[config.mk]
export PLATFORM = sky130hd
export DESIGN_NAME = mmio_console_tx
export DESIGN_NICKNAME = d
export VERILOG_FILES = /design/src/rtl/console_pkg.sv /design/src/rtl/sync_fifo.sv /design/src/rtl/mmio_console_tx.sv
export SDC_FILE = /design/constraint.sdc
export NUM_CORES = 1
export LEC_CHECK = 0
export ABC_AREA = 1
export ABC_CLOCK_PERIOD_IN_PS = 3100
export BUFFER_PORTS_ARGS = -buffer_cell sky130_fd_sc_hd__buf_2
export CAP_MARGIN = 20
export CORE_ASPECT_RATIO = 0.75
export CORE_MARGIN = 2
export CORE_UTILIZATION = 57
export CTS_CLUSTER_SIZE = 16
export DETAILED_ROUTE_END_ITERATION = 10
export PLACE_DENSITY = 0.79
export SYNTH_ARGS = -nofsm -noshare
export SYNTH_HDL_FRONTEND = slang
export SYNTH_HIERARCHICAL = 1
export SYNTH_SLANG_ARGS = --single-unit
[constraint.sdc]
create_clock -name clk -period 3.1 [get_ports clk]
set_input_delay 0.31 -clock clk [delete_from_list [all_inputs] [get_ports clk]]
set_output_delay 0.31 -clock clk [all_outputs]
set_load 0.02 [all_outputs]
[src/rtl/console_pkg.sv]
// Register offsets, STATUS layout, UART states and halt exit codes for the console.
// Shared by mmio_console_tx; holds no logic besides the exit-code encoder.
package console_pkg;

    localparam logic [31:0] TXDATA_OFS = 32'h0;
    localparam logic [31:0] STATUS_OFS = 32'h4;

    localparam int ST_FULL    = 0;
    localparam int ST_EMPTY   = 1;
    localparam int ST_BUSY    = 2;
    localparam int ST_OVF     = 3;
    localparam int ST_CNT_LSB = 8;

    typedef enum logic [1:0] {
        IDLE,
        START,
        DATA,
        STOP
    } uart_state_e;

    localparam logic [1:0] EXIT_RUN    = 2'd0;
    localparam logic [1:0] EXIT_ECALL  = 2'd1;
    localparam logic [1:0] EXIT_EBREAK = 2'd2;
    localparam logic [1:0] EXIT_BOTH   = 2'd3;

    function automatic logic [1:0] halt_code(input logic ecall, input logic ebreak);
        if (ecall && ebreak) return EXIT_BOTH;
        if (ebreak)          return EXIT_EBREAK;
        if (ecall)           return EXIT_ECALL;
        return EXIT_RUN;
    endfunction

endpackage

[src/rtl/sync_fifo.sv]
// Single-clock FIFO with show-ahead read data; push/pop take effect on the clock edge.
// Push while full is accepted only together with a pop; push_ok reports acceptance.
module sync_fifo #(
    parameter int DEPTH = 16,
    parameter int WIDTH = 8
) (
    input  logic                       clk,
    input  logic                       reset_n,
    input  logic                       push,
    input  logic [WIDTH-1:0]           push_dat,
    input  logic                       pop,
    output logic [WIDTH-1:0]           pop_dat,
    output logic                       full,
    output logic                       empty,
    output logic [$clog2(DEPTH+1)-1:0] count,
    output logic                       push_ok
);
    localparam int AW = $clog2(DEPTH);
    localparam int CW = $clog2(DEPTH + 1);

    logic [WIDTH-1:0] mem [DEPTH];
    logic [AW-1:0]    wr_ptr;
    logic [AW-1:0]    rd_ptr;
    logic             pop_ok;

    assign full    = (count == CW'(DEPTH));
    assign empty   = (count == '0);
    assign pop_ok  = pop && !empty;
    assign push_ok = push && (!full || pop_ok);
    assign pop_dat = mem[rd_ptr];

    always_ff @(posedge clk) begin
        if (push_ok) mem[wr_ptr] <= push_dat;
    end

    // DEPTH is a power of two, so the pointers wrap on their own.
    always_ff @(posedge clk or negedge reset_n) begin
        if (!reset_n) begin
            wr_ptr <= '0;
            rd_ptr <= '0;
            count  <= '0;
        end else begin
            if (push_ok) wr_ptr <= wr_ptr + AW'(1);
            if (pop_ok)  rd_ptr <= rd_ptr + AW'(1);
            case ({push_ok, pop_ok})
                2'b10:   count <= count + CW'(1);
                2'b01:   count <= count - CW'(1);
                default: count <= count;
            endcase
        end
    end

endmodule

[src/rtl/mmio_console_tx.sv]
// MMIO console: TXDATA stores queue bytes for an 8N1 UART; Ecall/Ebreak halt once drained.
// Push to start bit is one cycle; a full FIFO drops the byte and sets sticky overflow.
module mmio_console_tx
    import console_pkg::*;
#(
    parameter logic [31:0] BASE_ADDR    = 32'h1000_0000,
    parameter int          FIFO_DEPTH   = 16,
    parameter int          CLKS_PER_BIT = 16
) (
    input  logic        clk,
    input  logic        reset_n,
    input  logic        MemWrite,
    input  logic [31:0] DataAdr,
    input  logic [31:0] WriteData,
    input  logic        Ecall,
    input  logic        Ebreak,
    output logic [31:0] ReadData,
    output logic        sel,
    output logic        tx,
    output logic        done,
    output logic [1:0]  exit_code
);
    localparam int CW = $clog2(FIFO_DEPTH + 1);
    localparam int BW = $clog2(CLKS_PER_BIT);

    uart_state_e   state;
    logic [BW-1:0] clk_cnt;
    logic [2:0]    bit_idx;
    logic [7:0]    shreg;
    logic          overflow;
    logic          halt_pend;

    logic          hit_tx, hit_st, wr_tx, wr_st;
    logic          full, empty, push_ok, pop, last_tick;
    logic [7:0]    pop_dat;
    logic [CW-1:0] count;
    logic [31:0]   status;
    logic          unused_wdata;

    assign hit_tx = (DataAdr == BASE_ADDR + TXDATA_OFS);
    assign hit_st = (DataAdr == BASE_ADDR + STATUS_OFS);
    assign sel    = hit_tx || hit_st;
    assign wr_tx  = MemWrite && hit_tx && !halt_pend;
    assign wr_st  = MemWrite && hit_st && !halt_pend;
    assign unused_wdata = ^WriteData[31:8];

    always_comb begin
        status                     = '0;
        status[ST_FULL]            = full;
        status[ST_EMPTY]           = empty;
        status[ST_BUSY]            = (state != IDLE);
        status[ST_OVF]             = overflow;
        status[ST_CNT_LSB +: 8]    = 8'(count);
    end

    assign ReadData = hit_st ? status : '0;

    // A new frame may begin from IDLE or straight out of the stop bit, so frames abut.
    assign last_tick = (clk_cnt == BW'(CLKS_PER_BIT - 1));
    assign pop       = !empty && ((state == IDLE) || (state == STOP && last_tick));

    sync_fifo #(.DEPTH(FIFO_DEPTH), .WIDTH(8)) u_fifo (
        .clk      (clk),
        .reset_n  (reset_n),
        .push     (wr_tx),
        .push_dat (WriteData[7:0]),
        .pop      (pop),
        .pop_dat  (pop_dat),
        .full     (full),
        .empty    (empty),
        .count    (count),
        .push_ok  (push_ok)
    );

    always_ff @(posedge clk or negedge reset_n) begin
        if (!reset_n) begin
            state   <= IDLE;
            tx      <= 1'b1;
            shreg   <= '0;
            clk_cnt <= '0;
            bit_idx <= '0;
        end else begin
            case (state)
                IDLE: begin
                    if (pop) begin
                        shreg   <= pop_dat;
                        state   <= START;
                        tx      <= 1'b0;
                        clk_cnt <= '0;
                    end
                end
                START: begin
                    if (last_tick) begin
                        clk_cnt <= '0;
                        bit_idx <= '0;
                        state   <= DATA;
                        tx      <= shreg[0];
                        shreg   <= shreg >> 1;
                    end else begin
                        clk_cnt <= clk_cnt + BW'(1);
                    end
                end
                DATA: begin
                    if (last_tick) begin
                        clk_cnt <= '0;
                        if (bit_idx == 3'd7) begin
                            state <= STOP;
                            tx    <= 1'b1;
                        end else begin
                            bit_idx <= bit_idx + 3'd1;
                            tx      <= shreg[0];
                            shreg   <= shreg >> 1;
                        end
                    end else begin
                        clk_cnt <= clk_cnt + BW'(1);
                    end
                end
                STOP: begin
                    if (last_tick) begin
                        clk_cnt <= '0;
                        if (pop) begin
                            shreg <= pop_dat;
                            state <= START;
                            tx    <= 1'b0;
                        end else begin
                            state <= IDLE;
                        end
                    end else begin
                        clk_cnt <= clk_cnt + BW'(1);
                    end
                end
                default: state <= IDLE;
            endcase
        end
    end

    // Only the first halt event is recorded; done waits for the UART to go fully quiet.
    always_ff @(posedge clk or negedge reset_n) begin
        if (!reset_n) begin
            overflow  <= 1'b0;
            halt_pend <= 1'b0;
            exit_code <= EXIT_RUN;
            done      <= 1'b0;
        end else begin
            if (wr_st && WriteData[ST_OVF])
                overflow <= 1'b0;
            else if (wr_tx && !push_ok)
                overflow <= 1'b1;
            if (!halt_pend && (Ecall || Ebreak)) begin
                halt_pend <= 1'b1;
                exit_code <= halt_code(Ecall, Ebreak);
            end
            done <= done || (halt_pend && empty && state == IDLE);
        end
    end

endmodule

Yosys cells after proc, flatten, opt, wreduce, memory -nomap -nowiden. Memory sizes are Yosys's and may differ from the RTL's. Cells that the tools add are included.

$add $sub $neg: 6. Equality and inequality tests: 16. Multiplexer cells: 47. Reductions and logical operators: 34.

Operators with widths (count): == test 32 x 29 -> 1 bit (second input constant) (2); 2-to-1 mux 8 bit (5); case mux 8 bit (4 select lines) (1); 2-to-1 mux 2 bit (11); 2-to-1 mux 1 bit (19); logical AND 1 bit (14); 2-to-1 mux 13 bit (1); adder 4 x 1 -> 4 bit (second input constant) (3); != test 2 bit (second input constant) (5); case mux 5 bit (2 select lines) (1); 2-to-1 mux 3 bit (3); 2-to-1 mux 4 bit (2); case mux 2 bit (4 select lines) (1); case mux 4 bit (2 select lines) (1); AND reduction 4 bit (2); nonzero test 2 bit (4); == test 2 bit (second input constant) (3); case mux 3 bit (2 select lines) (1); adder 5 x 1 -> 5 bit (second input constant) (1); == test 5 bit (second input constant) (1); zero test 5 bit (1); logical OR 1 bit (5); AND reduction 5 bit (1); subtractor 5 x 1 -> 5 bit (second input constant) (1); other kinds (10) (14).

Flip-flop bits (word level): 36. Bits in writable memories: 128. Memories kept: 1.

Memories: u_fifo.mem (depth 16, width 8, rd ports 1, clocked after Yosys merged registers in 0, wr ports 1, line sync_fifo.sv:21) `logic [WIDTH-1:0] mem [DEPTH];`.

Longest topological paths before layout.
Depth after elaboration: 11. Mapped depth: 20. Gate-level depth less buffers: 20.

Hierarchy. Netlist, hierarchy kept.

Modules (own cells, without submodules): sync_fifo (instances 1, cells an instance 480, area each 5903.2 um^2, sequential area each 4169.0 um^2); mmio_console_tx (instances 1, cells an instance 239, area each 1662.8 um^2, sequential area each 576.8 um^2).

Least setup slack after synthesis. No wires, ideal clock.

Kind: register to register. Start point: register clk_cnt[0]. End point: register u_fifo.count[4]. Setup time: 0.113 ns. Arrival time: 2.157 ns. Required time: 2.987 ns. Setup slack: 0.831 ns. Cell stages (with the launch flop): 17. Clock period less this slack: 2.269 ns. Cell sequence: dfrtp_1 -> ha_1 -> nand2_2 -> nor2_4 -> nand2_2 -> nand2_2 -> nand2_4 -> inv_1 -> nand3_1 -> fa_1 -> o21ai_0 -> a21o_1 -> nand2_1 -> nand2_1 -> nand2_1 -> nand2_1 -> inv_1.

Cells in the longest elaborated chain, start to end: 9. Elaborated cells on any way between the ends: 11. Classes of those cells: 3 x eq/ne; 1 x mux; 7 x reduce/logical.

RTL lines: start, declared (line mmio_console_tx.sv:27) `logic [BW-1:0] clk_cnt;`; start signal, assigned (line mmio_console_tx.sv:100) `clk_cnt <= clk_cnt + BW'(1);`; start signal, assigned (line mmio_console_tx.sv:115) `clk_cnt <= clk_cnt + BW'(1);`; start signal, assigned (line mmio_console_tx.sv:129) `clk_cnt <= clk_cnt + BW'(1);`; == test 4 bit (*) (line mmio_console_tx.sv:59) `assign last_tick = (clk_cnt == BW'(CLKS_PER_BIT - 1));`; logical AND 1 bit (*) (line mmio_console_tx.sv:60) `assign pop = !empty && ((state == IDLE) || (state == STOP && last_tick));`; logical OR 1 bit (*) (line mmio_console_tx.sv:60); logical AND 1 bit (*) (line mmio_console_tx.sv:60); named net pop (line mmio_console_tx.sv:34) `logic full, empty, push_ok, pop, last_tick;`; logical AND 1 bit (*) (line sync_fifo.sv:28) `assign pop_ok = pop && !empty;`; logical OR 1 bit (line sync_fifo.sv:29) `assign push_ok = push && (!full || pop_ok);`; logical AND 1 bit (line sync_fifo.sv:29); == test 2 x 1 -> 1 bit / == test 2 bit (equally long branches) (line sync_fifo.sv:45) `case ({push_ok, pop_ok})`; case mux 5 bit (2 select lines) / nonzero test 2 bit (equally long branches); end signal, assigned (line sync_fifo.sv:46) `2'b10: count <= count + CW'(1);`; end signal, assigned (line sync_fifo.sv:47) `2'b01: count <= count - CW'(1);`; end signal, assigned (line sync_fifo.sv:48) `default: count <= count;`; end, declared (line sync_fifo.sv:15) `output logic [$clog2(DEPTH+1)-1:0] count,`.

Mark *: on every way through the listed nets, which the timed path passes. The rest lies on a longest branch. A chain may end at the register's enable or synchronous reset.

Final worst setup path. Ends and elaborated chain as after synthesis.

==> run_results.csv <==
group,metric,value,unit
clock_tree,cts_tree,"done",
timing,skew,0.00885,ns
clock_tree,cts_htree_levels,4,
placement,dp_hpwl,10.5,mm
clock_tree,insertion_delay,0.43,ns
die,rows,36,
worst_setup_path,required,3.42,ns
timing,slew_violations,0,
placement,gp_congestion,0.852,
timing,slew_headroom,0.449,
worst_setup_path,critPathTopFamily,"simple AND/OR/NAND/NOR gates",
global_route,grt_pass1_vias,5286,
worst_setup_path,startpoint,"clk_cnt[0]",
worst_setup_path,cp_slowest_cell,"fa_1",
routing,via_per_inst,5.50,
die,start_util,0.583,
logic_synthesis,ys_types,34,
die,die_h,104,um
worst_setup_path,path_cells,"ha_1 > nand2_2 > nor2_4 > nand2_2 > nand2_2 > nand2_4 > inv_1 > nand3_1 > fa_1 > o21ai_0 > a21o_1 > nand2_1 > nand2_1 > nand2_1 > nand2_1 > inv_1",
layout,fin_nets,879,
worst_setup_path,crit_fanout,7,
global_route,grt.overflow.total,0,
routing,antenna_left,0,
placement,pre_cts_slack,0.393,ns
worst_setup_path,arrival,2.94,ns
die,die_width,137,um
logic_synthesis,ys_ff_latch,164,
global_route,grt_antenna_before_repair,0,
timing,rsz0062_at_grt,"false",
routing,wl_per_cell,16.4,um
worst_setup_path,path_buf_inv,2,
die,ios,106,
timing,fin_crit,2.62,ns
power,p_leak,3.57,nW
status,status,"finished with violations",
global_route,grt_use_total,0.241,
layout,drive_gt1_frac,0.166,
placement,numPortBuffers,58,
clock_tree,cts_buffer_depth,2,
worst_setup_path,endpoint_kind,"flop",
clock_tree,cts_hold_buf,0,
routing,drt_iter0_drc,718,
routing,drc,0,
worst_setup_path,start_kind,"flop",
logic_synthesis,syn_avg_cell_area,10.5,sq um
worst_setup_path,cpPeakStageDelay,0.45,ns
layout,fillers,955,
routing,dr_total_vias,5376,
logic_synthesis,synth_area,7570,sq um
clock_tree,root_buffer,"clkbuf_16",
routing,postRouteWirelength,16.1,mm
power,ir_drop,0.485,mV
timing,max_freq,0.382,GHz
timing,timing.hold.ws,-0.0260,ns
clock_tree,cts_buffers,17,
worst_setup_path,path_common_cell,"nand2_1",
job,maxCapViolations,0,
worst_setup_path,worstSetupPathType,"reg2reg",
timing,setup_slack,0.481,ns
timing,finalSetupViolations,0,
layout,layout_common_cells,"nor2_1 (140), edfxtp_1 (128), nand2_1 (104)",
timing,finalHoldViolations,35,
worst_setup_path,r2r-start,"clk_cnt[0]",
global_route,grt_pass1_wl,25.9,mm
clock_tree,clock_sinks,164,
layout,insertedDiodeCount,0,
min_path,worstHoldPathType,"in2async",
die,floorplan.die_area,14200,sq um
logic_synthesis,ys_seq_area_frac,0.627,
die,core,13000,sq um
clock_tree,cts_resized,0,
timing,worstMarginPinSlew,0.826,ns
power,power_density,539,nW/um^2
layout,final_common_cell,"nor2_1",
status,failed_checks,"negative hold slack",
logic_synthesis,ys_warn_count,6,
clock_tree,post-cts-setup-buffer-count,0,
clock_tree,path_clk_slew,0.06,ns
routing,drt_pass1_iterations,5,
timing,fin_setup_tns,0,ns
logic_synthesis,synth_cells,719,
global_route,grt_max_degree,59,
timing,fin_crit_sh,0.845,
layout,area_delta_synth_final,13.9,%
-- sequential cells by signal (all words and copies together) (netlist names) --
register       flops
bit_idx            3
clk_cnt            4
done               1
exit_code          2
halt_pend          1
overflow           1
shreg              8
state              2
tx                 1
u_fifo/count       5
u_fifo/mem       128
u_fifo/rd_ptr      4
u_fifo/wr_ptr      4
-- layer usage --
layer	wire, um	part of all wire	vias up	GRT usage
met5	0	0	-	0
met4	245	0.015	0	0.0876
met3	1440	0.090	22	0.0558
met2	7630	0.47	239	0.368
met1	6750	0.42	2566	0.339
li1	-	-	2549	-
-- final cells by class --
| cell class | count | area (sq um) | share of cell area |
|---|---|---|---|
| Sequential cell | 164 | 4750 | 0.551 |
| Multi-Input combinational cell | 471 | 2350 | 0.272 |
| Timing Repair Buffer | 82 | 470 | 0.0546 |
| Clock buffer | 18 | 429 | 0.0498 |
| Inverter | 57 | 226 | 0.0263 |
| Tap cell | 171 | 214 | 0.0248 |
| Clock inverter | 14 | 185 | 0.0215 |
-- cell usage after synthesis --
master	n	area, sq um
o21ai_1	13	65.1
o22ai_1	2	12.5
ha_1	16	200
nand2_2	3	18.8
xor2_1	8	70.1
xnor2_1	1	8.76
nand4_1	2	12.5
buf_4	26	195
nand2_1	104	390
edfxtp_1	128	3840
nor2_2	1	6.26
buf_2	8	40.0
a21oi_2	1	8.76
clkinv_1	2	7.51
a21o_1	2	15.0
a21oi_1	15	75.1
o21ai_2	2	17.5
inv_2	6	22.5
nand2_4	3	33.8
nand2_8	1	20.0
o21ai_0	67	335
nand3_1	31	155
nor2_1	140	526
dfrtp_1	35	876
o21bai_1	1	7.51
o211ai_1	32	240
clkbuf_1	10	37.5
clkinv_8	1	16.3
conb_1	1	3.75
fa_1	1	20.0
inv_1	48	180
buf_6	5	56.3
nor2_4	2	22.5
dfstp_2	1	26.3
-- power breakdown --
| group | switching [mW] | total (mW) | internal, mW |
|---|---|---|---|
| registers | 0.000475 | 2.37 | 2.37 |
| clock network | 0.836 | 2.18 | 1.34 |
| logic | 0.0694 | 0.0933 | 0.0238 |
| total | 0.905 | 4.64 | 3.74 |
-- through the flow --
step                instances   util  instance area [sq um]  total power [mW]
CTS                       977  0.664                   8620              4.67
global route              977  0.664                   8620              4.77
floorplan                 741      -                   7650              2.48
detailed placement        945  0.617                   8010              2.51
global placement          945  0.617                   8010              2.51
finish                    977  0.664                   8620              4.64
-- logic make-up after synthesis --
kind of cell | share of synthesized area
AO/OA/AOI/OAI | 0.103
flip-flops | 0.627
buffers and inverters | 0.0734
other | 0.000496
XOR/XNOR | 0.0104
AND/OR/NAND/NOR | 0.157
adder cells (fa/ha/maj) | 0.0291
-- path summary, 6_finish.rpt --
| kind | cells past startpoint | slack, ns | end |
|---|---|---|---|
| worst min-delay path | 1 | -0.03 | u_fifo/wr_ptr[1] |
| worst max-delay path | 16 | 0.48 | u_fifo/count[4] |
| max in group asynchronous | 1 | 2.55 | u_fifo/rd_ptr[0] |
| min in group clk | 3 | 0.08 | halt_pend |
| worst min register to register | 2 | 0.48 | shreg[3] |
| worst max register to register | 16 | 0.48 | u_fifo/count[4] |
Note: power is estimated with default switching activity, not from simulation.
